<file path="config.mk">
export PLATFORM = sky130hd
export DESIGN_NAME = ex_alu_stage
export DESIGN_NICKNAME = d
export VERILOG_FILES = /design/src/rtl/alu_pkg.sv /design/src/rtl/alu_core.sv /design/src/rtl/ex_alu_stage.sv
export SDC_FILE = /design/constraint.sdc
export NUM_CORES = 1
export LEC_CHECK = 0
export ABC_CLOCK_PERIOD_IN_PS = 3370
export CAP_MARGIN = 20
export CORE_ASPECT_RATIO = 1.1
export CORE_MARGIN = 3
export CORE_UTILIZATION = 35
export DETAILED_ROUTE_END_ITERATION = 10
export HOLD_SLACK_MARGIN = 0.1
export PLACE_DENSITY = 0.56
export SLEW_MARGIN = 10
export SYNTH_ARGS = -nofsm -noshare
export SYNTH_HDL_FRONTEND = slang
export SYNTH_HIERARCHICAL = 1
export SYNTH_SLANG_ARGS = --single-unit
</file>
<file path="constraint.sdc">
create_clock -name clk_i -period 3.37 [get_ports clk_i]
set_input_delay 0.337 -clock clk_i [delete_from_list [all_inputs] [get_ports clk_i]]
set_output_delay 0.337 -clock clk_i [all_outputs]
set_load 0.03 [all_outputs]
</file>
<file path="src/rtl/alu_pkg.sv">
// Shared ALU definitions: control codes from the decoder and the registered
// payload carried by the execute stage.
package alu_pkg;

  localparam int ALU_DATA_W = 32;

  localparam logic [3:0] ALU_AND = 4'b0001;
  localparam logic [3:0] ALU_OR  = 4'b0000;
  localparam logic [3:0] ALU_ADD = 4'b0010;
  localparam logic [3:0] ALU_SUB = 4'b0110;
  localparam logic [3:0] ALU_SLT = 4'b0111;
  localparam logic [3:0] ALU_NOR = 4'b1101;

  typedef struct packed {
    logic [ALU_DATA_W-1:0] result;
    logic                  zero;
    logic                  overflow;
    logic                  illegal;
    logic [4:0]            rd_addr;
    logic                  reg_write;
  } alu_payload_t;

endpackage

</file>
<file path="src/rtl/alu_core.sv">
// Combinational ALU: computes result, flags and write-back info for one op.
module alu_core
  import alu_pkg::*;
#(
  parameter int DATA_W = ALU_DATA_W
) (
  input  logic [3:0]        alu_ctrl_i,
  input  logic [DATA_W-1:0] src1_i,
  input  logic [DATA_W-1:0] src2_i,
  input  logic [4:0]        rd_addr_i,
  input  logic              reg_write_i,
  output logic [DATA_W-1:0] result_o,
  output logic              zero_o,
  output logic              overflow_o,
  output logic              illegal_o,
  output logic [4:0]        rd_addr_o,
  output logic              reg_write_o
);

  localparam int MSB = DATA_W - 1;

  logic [DATA_W-1:0] sum;
  logic [DATA_W-1:0] diff;
  logic              less;

  assign sum  = src1_i + src2_i;
  assign diff = src1_i - src2_i;
  assign less = $signed(src1_i) < $signed(src2_i);

  always_comb begin
    result_o   = '0;
    overflow_o = 1'b0;
    illegal_o  = 1'b0;
    case (alu_ctrl_i)
      ALU_ADD: begin
        result_o   = sum;
        overflow_o = (src1_i[MSB] == src2_i[MSB]) && (sum[MSB] != src1_i[MSB]);
      end
      ALU_SUB: begin
        result_o   = diff;
        overflow_o = (src1_i[MSB] != src2_i[MSB]) && (diff[MSB] != src1_i[MSB]);
      end
      ALU_AND: result_o = src1_i & src2_i;
      ALU_OR:  result_o = src1_i | src2_i;
      ALU_NOR: result_o = ~(src1_i | src2_i);
      ALU_SLT: result_o = {{(DATA_W-1){1'b0}}, less};
      default: illegal_o = 1'b1;
    endcase
  end

  // An undefined op must never reach the register file.
  assign zero_o      = (result_o == '0);
  assign rd_addr_o   = rd_addr_i;
  assign reg_write_o = reg_write_i & ~illegal_o;

endmodule

</file>
<file path="src/rtl/ex_alu_stage.sv">
// Execute-stage ALU with a registered output slot and a one-entry skid buffer
// so downstream stalls never drop an accepted op.
module ex_alu_stage
  import alu_pkg::*;
#(
  parameter int DATA_W = ALU_DATA_W
) (
  input  logic              clk_i,
  input  logic              rst_i,
  input  logic              in_valid_i,
  output logic              in_ready_o,
  input  logic [3:0]        alu_ctrl_i,
  input  logic [DATA_W-1:0] src1_i,
  input  logic [DATA_W-1:0] src2_i,
  input  logic [4:0]        rd_addr_i,
  input  logic              reg_write_i,
  input  logic              flush_i,
  output logic              out_valid_o,
  input  logic              out_ready_i,
  output logic [DATA_W-1:0] result_o,
  output logic              zero_o,
  output logic              overflow_o,
  output logic              illegal_o,
  output logic [4:0]        rd_addr_o,
  output logic              reg_write_o
);

  // Handshake: a transfer happens on a rising edge where valid and ready are
  // both high; a producer holds valid and payload until that edge, and
  // in_ready_o depends only on registered state.

  alu_payload_t comp;
  alu_payload_t out_q, out_d;
  alu_payload_t skid_q, skid_d;
  logic         out_valid_q, out_valid_d;
  logic         skid_valid_q, skid_valid_d;
  logic         in_fire, out_fire;

  alu_core #(.DATA_W(DATA_W)) u_alu_core (
    .alu_ctrl_i  (alu_ctrl_i),
    .src1_i      (src1_i),
    .src2_i      (src2_i),
    .rd_addr_i   (rd_addr_i),
    .reg_write_i (reg_write_i),
    .result_o    (comp.result),
    .zero_o      (comp.zero),
    .overflow_o  (comp.overflow),
    .illegal_o   (comp.illegal),
    .rd_addr_o   (comp.rd_addr),
    .reg_write_o (comp.reg_write)
  );

  assign in_ready_o = ~skid_valid_q;
  assign in_fire    = in_valid_i & in_ready_o;
  assign out_fire   = out_valid_q & out_ready_i;

  // The skid entry is always older than anything at the input, so it is
  // promoted first; in_ready_o is low whenever it is occupied.
  always_comb begin
    out_d        = out_q;
    out_valid_d  = out_valid_q;
    skid_d       = skid_q;
    skid_valid_d = skid_valid_q;
    if (flush_i) begin
      out_valid_d  = 1'b0;
      skid_valid_d = 1'b0;
    end else if (skid_valid_q && out_fire) begin
      out_d        = skid_q;
      skid_valid_d = 1'b0;
    end else if (in_fire && (!out_valid_q || out_fire)) begin
      out_d       = comp;
      out_valid_d = 1'b1;
    end else if (in_fire && out_valid_q && !out_ready_i) begin
      skid_d       = comp;
      skid_valid_d = 1'b1;
    end else if (out_fire) begin
      out_valid_d = 1'b0;
    end
  end

  always_ff @(posedge clk_i or posedge rst_i) begin
    if (rst_i) begin
      out_q        <= '0;
      out_valid_q  <= 1'b0;
      skid_q       <= '0;
      skid_valid_q <= 1'b0;
    end else begin
      out_q        <= out_d;
      out_valid_q  <= out_valid_d;
      skid_q       <= skid_d;
      skid_valid_q <= skid_valid_d;
    end
  end

  assign out_valid_o = out_valid_q;
  assign result_o    = out_q.result;
  assign zero_o      = out_q.zero;
  assign overflow_o  = out_q.overflow;
  assign illegal_o   = out_q.illegal;
  assign rd_addr_o   = out_q.rd_addr;
  assign reg_write_o = out_q.reg_write;

endmodule
</file>
# Yosys cells after proc, flatten, opt, wreduce, memory -nomap -nowiden
# Index checks and enable logic that the tools add are counted.
[totals]
reg_bits = 84
in_bits = 79
elab_cells = 72
[op_classes]
n_addsub = 2
n_lt_le_gt_ge = 1
eq_ne = 12
muxes = 14
bitwise = 10
reduce_logical = 19
[ops]
columns = ["op", "count"]
rows = [
  ["32-bit case mux with 6 select lines", 1],
  ["41-bit two-way mux", 2],
  ["32-bit adder", 1],
  ["32-bit bitwise AND", 1],
  ["32-bit zero test", 1],
  ["32-bit less-than comparator", 1],
  ["32-bit inverter", 1],
  ["32-bit bitwise OR", 1],
  ["32-bit subtractor", 1],
  ["1-bit two-way mux", 10],
  ["4-bit by 3-bit equality test with 1-bit output, second input constant", 2],
  ["1-bit logical AND", 6],
  ["3-bit inequality test, second input constant", 2],
  ["3-bit nonzero test", 2],
  ["6-bit OR reduction", 1],
  ["4-bit by 1-bit equality test with 1-bit output, second input constant", 1],
  ["4-bit by 2-bit equality test with 1-bit output, second input constant", 1],
  ["4-bit equality test, second input constant", 1],
  ["4-bit zero test", 1],
  ["1-bit inverter", 4],
  ["2-bit AND reduction", 2],
  ["4-bit AND reduction", 1],
  ["1-bit bitwise AND", 3],
  ["1-bit inequality test", 3],
  ["7 further kinds", 8],
]

# Longest topological paths before layout
[logic_depth]
ltp_word = 8
ltp_mapped = 17

# Hierarchy
# Netlist, hierarchy kept.
[modules_own_cells]
columns = ["mod", "instances", "cells_each", "area_each_um2", "seq_area_each_um2"]
rows = [
  ["alu_core", 1, 902, 5894.4, 0.0],
  ["ex_alu_stage", 1, 231, 3704.8, 2102.0],
]

# Worst setup path after synthesis
# No wires, ideal clock.
[synth_timing]
path_type = "input to register"
from = "input src1_i[0]"
to = "register out_q, in the netlist zero_o"
setup_ns = 0.065
t_arrival_ns = 3.813
required_ns = 3.305
setup_slack_ns = -0.508
stages = 15
n_path_buf = 0
path_cell_list = "ha_1 > fa_1 > a21o_1 > a221oi_4 > o21ai_2 > a41oi_2 > a22oi_1 > or2_1 > or3b_1 > nor4b_2 > nand4_1 > or4_1 > nor4_2 > mux2_2 > mux2_2"
[synth_lines]
columns = ["element", "line", "text"]
rows = [
  ["start: declaration", "ex_alu_stage.sv:13", "input logic [DATA_W-1:0] src1_i,"],
  ["end signal: assignment", "ex_alu_stage.sv:88", "out_q <= out_d;"],
  ["end: declaration", "ex_alu_stage.sv:33", "alu_payload_t out_q, out_d;"],
]

==> flow_metrics.py <==
metrics = {
    "placement": {
        "hpwlAfterDp_mm": 29.3,
        "portBuffers": 121,
        "gp_congestion": 0.973,
        "place_area_mm2": 0.0139,
        "place_ws_ps": -1500,
    },
    "worst_setup_path": {
        "crit_chain": "buf_8 > ha_4 > fa_2 > a21o_1 > a221oi_4 > buf_6 > o21ai_4 > a41oi_2 > a22oi_1 > or2_1 > or3b_4 > nor4b_4 > nand4_1 > or4_4 > nor4_4 > mux2_4 > mux2_4",
        "arrival_ps": 4150,
        "critPathSlowestCell": "or4_4",
        "required_ps": 3640,
        "crit_path_frequent_cell": "mux2_4",
        "crit_fanout": 3,
        "cp-start-kind": "input port",
        "max_stage_delay_ps": 460,
        "end_kind": "register",
        "path_delay_family": "simple AND/OR/NAND/NOR gates",
        "critical_path_class": "input port to register",
        "path_buf_inv": 2,
    },
    "sta": {
        "clock_skew_ps": 3.36,
        "max_freq_ghz": 0.257,
        "maxSlewHeadroom_pct": 43.5,
        "hold_violations": 0,
        "finalCriticalPeriod_ps": 3880,
        "setup_viol": 5,
        "rsz0062_at_grt": "true",
        "tightest_slew_ps": 846,
        "slew_violations": 0,
        "post-route-period-util_pct": 115,
        "worst_slack_ps": -514,
    },
    "pwr": {
        "clkPwrFrac_pct": 18.1,
        "swShare_pct": 36.9,
        "p_per_area_mw_per_mm2": 327,
        "seqPwrFrac_pct": 26.1,
        "switchingPower_mw": 1.93,
        "p_leak_nw": 7.39,
        "max-vdd-ir-drop_uv": 399,
        "combinationalPowerShare_pct": 55.8,
        "p_int_mw": 3.30,
    },
    "detailed_routing": {
        "dr.first_iter.drc_count": 739,
        "top_layer": "met4",
        "drt-total-wl_mm": 38.4,
        "wl_per_cell_um": 19.2,
        "routed_via_density": 5.51,
        "first_pass_iters": 8,
        "ant_nets": 0,
        "vias": 11000,
        "drc": 0,
        "met1Wirelength_mm": 17.0,
        "wl_met3_mm": 2.53,
        "dr_wl_met2_mm": 17.8,
    },
    "global_routing": {
        "grt_max_degree": 49,
        "antenna_found_initial": 0,
        "grt_overflow_total": 0,
        "grt_pass1_wl_mm": 59.6,
        "grt_pass1_vias": 11100,
        "grtUsageTotal_pct": 25.0,
    },
    "clock_network": {
        "cts.clk_slew.worst_paths_ps": 60,
        "postCtsHoldBufs": 0,
        "clock_latency_ps": 320,
        "htree_levels": 3,
        "root_buffer": "clkbuf_16",
        "cts_tree": "yes",
        "cts_buffer_depth": 2,
        "cts_sinks": 84,
        "cts_buffers": 9,
    },
    "floorplanning": {
        "pin_count": 122,
        "coreArea_mm2": 0.0265,
        "fp.dieW_um": 164,
        "die_y_um": 180,
        "rows": 62,
        "dieArea_mm2": 0.0295,
        "start_util_pct": 36.2,
    },
    "yosys": {
        "synth_edf_count": 0,
        "synthArstFlopShare_pct": 100,
        "yosys_warnings": 6,
        "synthDistinctLibCells": 89,
        "yosysSeqAreaShare_pct": 21.9,
        "synth-seq-cells": 84,
        "synth_nets": 1315,
        "synth_cells": 1133,
        "synth_ff_type": "dfrtp_1",
        "netlist_area_mm2": 0.00960,
        "avgSynthCellArea_um2": 8.47,
    },
    "layout": {
        "multiInputGateArea_mm2": 0.00805,
        "nFillCells": 2391,
        "layout.nets": 1823,
        "area_growth_pct": 66.8,
        "layout-drive-gt1-share_pct": 51.0,
        "diodes": 0,
        "seqCellArea_mm2": 0.00210,
        "stdcell_area_mm2": 0.0160,
        "final_core_util_pct": 60.4,
    },
    "job": {
        "drv_cap": 0,
    },
    "run_status": {
        "violations": "negative setup slack",
        "status": "finished with violations",
    },
    "hold_path": {
        "worstHoldPathType": "input port to async pin",
    },
}
[Yosys cell counts, types with 6 or more instances]
library cell / instances / area share [%]
mux2_2: 124 / 15
inv_1: 104 / 4.1
ha_1: 101 / 13
nor2_1: 100 / 3.9
a21oi_1: 94 / 4.9
dfrtp_1: 84 / 22
nand2_1: 50 / 2.0
o21ai_0: 49 / 2.6
clkbuf_1: 28 / 1.1
a221oi_1: 24 / 2.2
nor4_1: 21 / 1.4
buf_2: 20 / 1.0
nand3_1: 20 / 1.0
nor3_1: 17 / 0.89
nand4_1: 15 / 0.98
o211ai_1: 14 / 1.1
a211oi_1: 13 / 1.0
a21o_1: 13 / 1.0
o31ai_1: 13 / 1.0
nor2b_1: 12 / 0.78
a31oi_1: 11 / 0.72
a22o_1: 10 / 0.91
nand2b_1: 10 / 0.65
o21a_1: 9 / 0.70
o21bai_1: 8 / 0.63
or4_1: 8 / 0.63
xnor2_1: 8 / 0.73
and2_1: 7 / 0.46
buf_1: 7 / 0.27
buf_4: 7 / 0.55
buf_6: 7 / 0.82
o221a_2: 7 / 0.82
or3_1: 7 / 0.46
a22oi_1: 6 / 0.47
[final timing paths]
path                               from            to  slack (ps)  depth (start not counted)
min                               rst_i   result_o[4]         480                          2
min reg2reg                   skid_q[5]     skid_q[5]         500                          1
max in group asynchronous         rst_i  result_o[22]        2230                          3
min in group clk_i            skid_q[5]     skid_q[5]         500                          1
max reg2reg                skid_valid_q  result_o[14]        1580                          4
max                           src2_i[0]        zero_o        -510                         17
[cell usage in the layout (no fill, tap or decap), types with 9 or more instances in the layout]
cell,count
o211ai_1,14
nand2_1,49
nor2_1,91
a21oi_4,12
buf_4,413
mux2_4,15
ha_1,70
buf_6,29
dlygate4sd2_1,13
clkbuf_16,9
mux2_2,109
dlymetal6s2s_1,10
nand4_1,15
a221oi_1,21
clkdlybuf4s50_1,76
nor3_1,13
ha_4,25
inv_1,62
a21oi_1,58
o21ai_0,32
nand2b_1,9
a21o_1,13
o21a_1,9
a21oi_2,26
a22o_1,10
nand3_1,17
nor4_1,15
dfrtp_1,84
a31oi_1,9
inv_2,36
[metrics by stage]
| stage | hold slack, ps | instances | power, mW | setup TNS, ps |
|---|---|---|---|---|
| finish | 480 | 1998 | 5.23 | -1350 |
| CTS | 497 | 1983 | 5.09 | -2450 |
| global placement | 485 | 1919 | 3.81 | -29270 |
| global route | 517 | 1998 | 5.52 | -2370 |
| floorplan | 400 | 1133 | 2.63 | -327 |
| detailed placement | 492 | 1919 | 3.83 | -29680 |
[what timing repair did]
action	in CTS	in global routing
buffers inserted	51	26
pin swaps	81	64
gates resized for setup	270	143
endpoints found under the setup margin	37	20
[final cells by class]
class / instances / area share (%)
flip-flops and latches: 84 / 13.1
repair buffers: 566 / 29.5
clock buffers: 12 / 1.48
inverters: 104 / 2.59
multi-input cells: 876 / 50.3
well taps: 352 / 2.75
clock inverters: 4 / 0.313
[routing by layer]
layer / track usage (%) / up-vias
li1: - / 5189
met1: 34.2 / 5351
met2: 40.6 / 402
met3: 3.94 / 74
met4: 7.34 / 0
met5: 0 / -
[flip-flops by register name, indices dropped and copies added, names as in the netlist]
name and cells:
skid_valid_q 1, result_o 32, overflow_o 1, illegal_o 1
zero_o 1, rd_addr_o 5, reg_write_o 1, skid_q 41
out_valid_o 1
[power by group through the flow]
stage	combinational, mW	sequential [mW]	clock (mW)
finish	2.92	1.37	0.944
global route	3.11	1.40	1.00
CTS	2.75	1.37	0.969
detailed placement	2.45	1.38	0
global placement	2.44	1.37	0
floorplan	1.05	1.58	0
[kinds of logic after synthesis]
group                    count (synthesis)  synth area share [%]
multiplexers                           128                  15.0
buffers and inverters                  173                  7.85
AND/OR/NAND/NOR                        297                  16.0
AO/OA/AOI/OAI                          340                  25.0
flip-flops                              84                  21.9
adder cells (fa/ha/maj)                103                  13.6
XOR/XNOR                                 8                 0.730
[worst register-to-register path: cells and delay by family, from the launching register on]
family / cells / cell delay, ps
AOI/OAI and AO/OA: 1 / 270
muxes: 1 / 390
DFF: 1 / 430
buffers and inverters: 1 / 380
and+or+nand+nor: 1 / 190
Power figures use the tool's default switching activity.
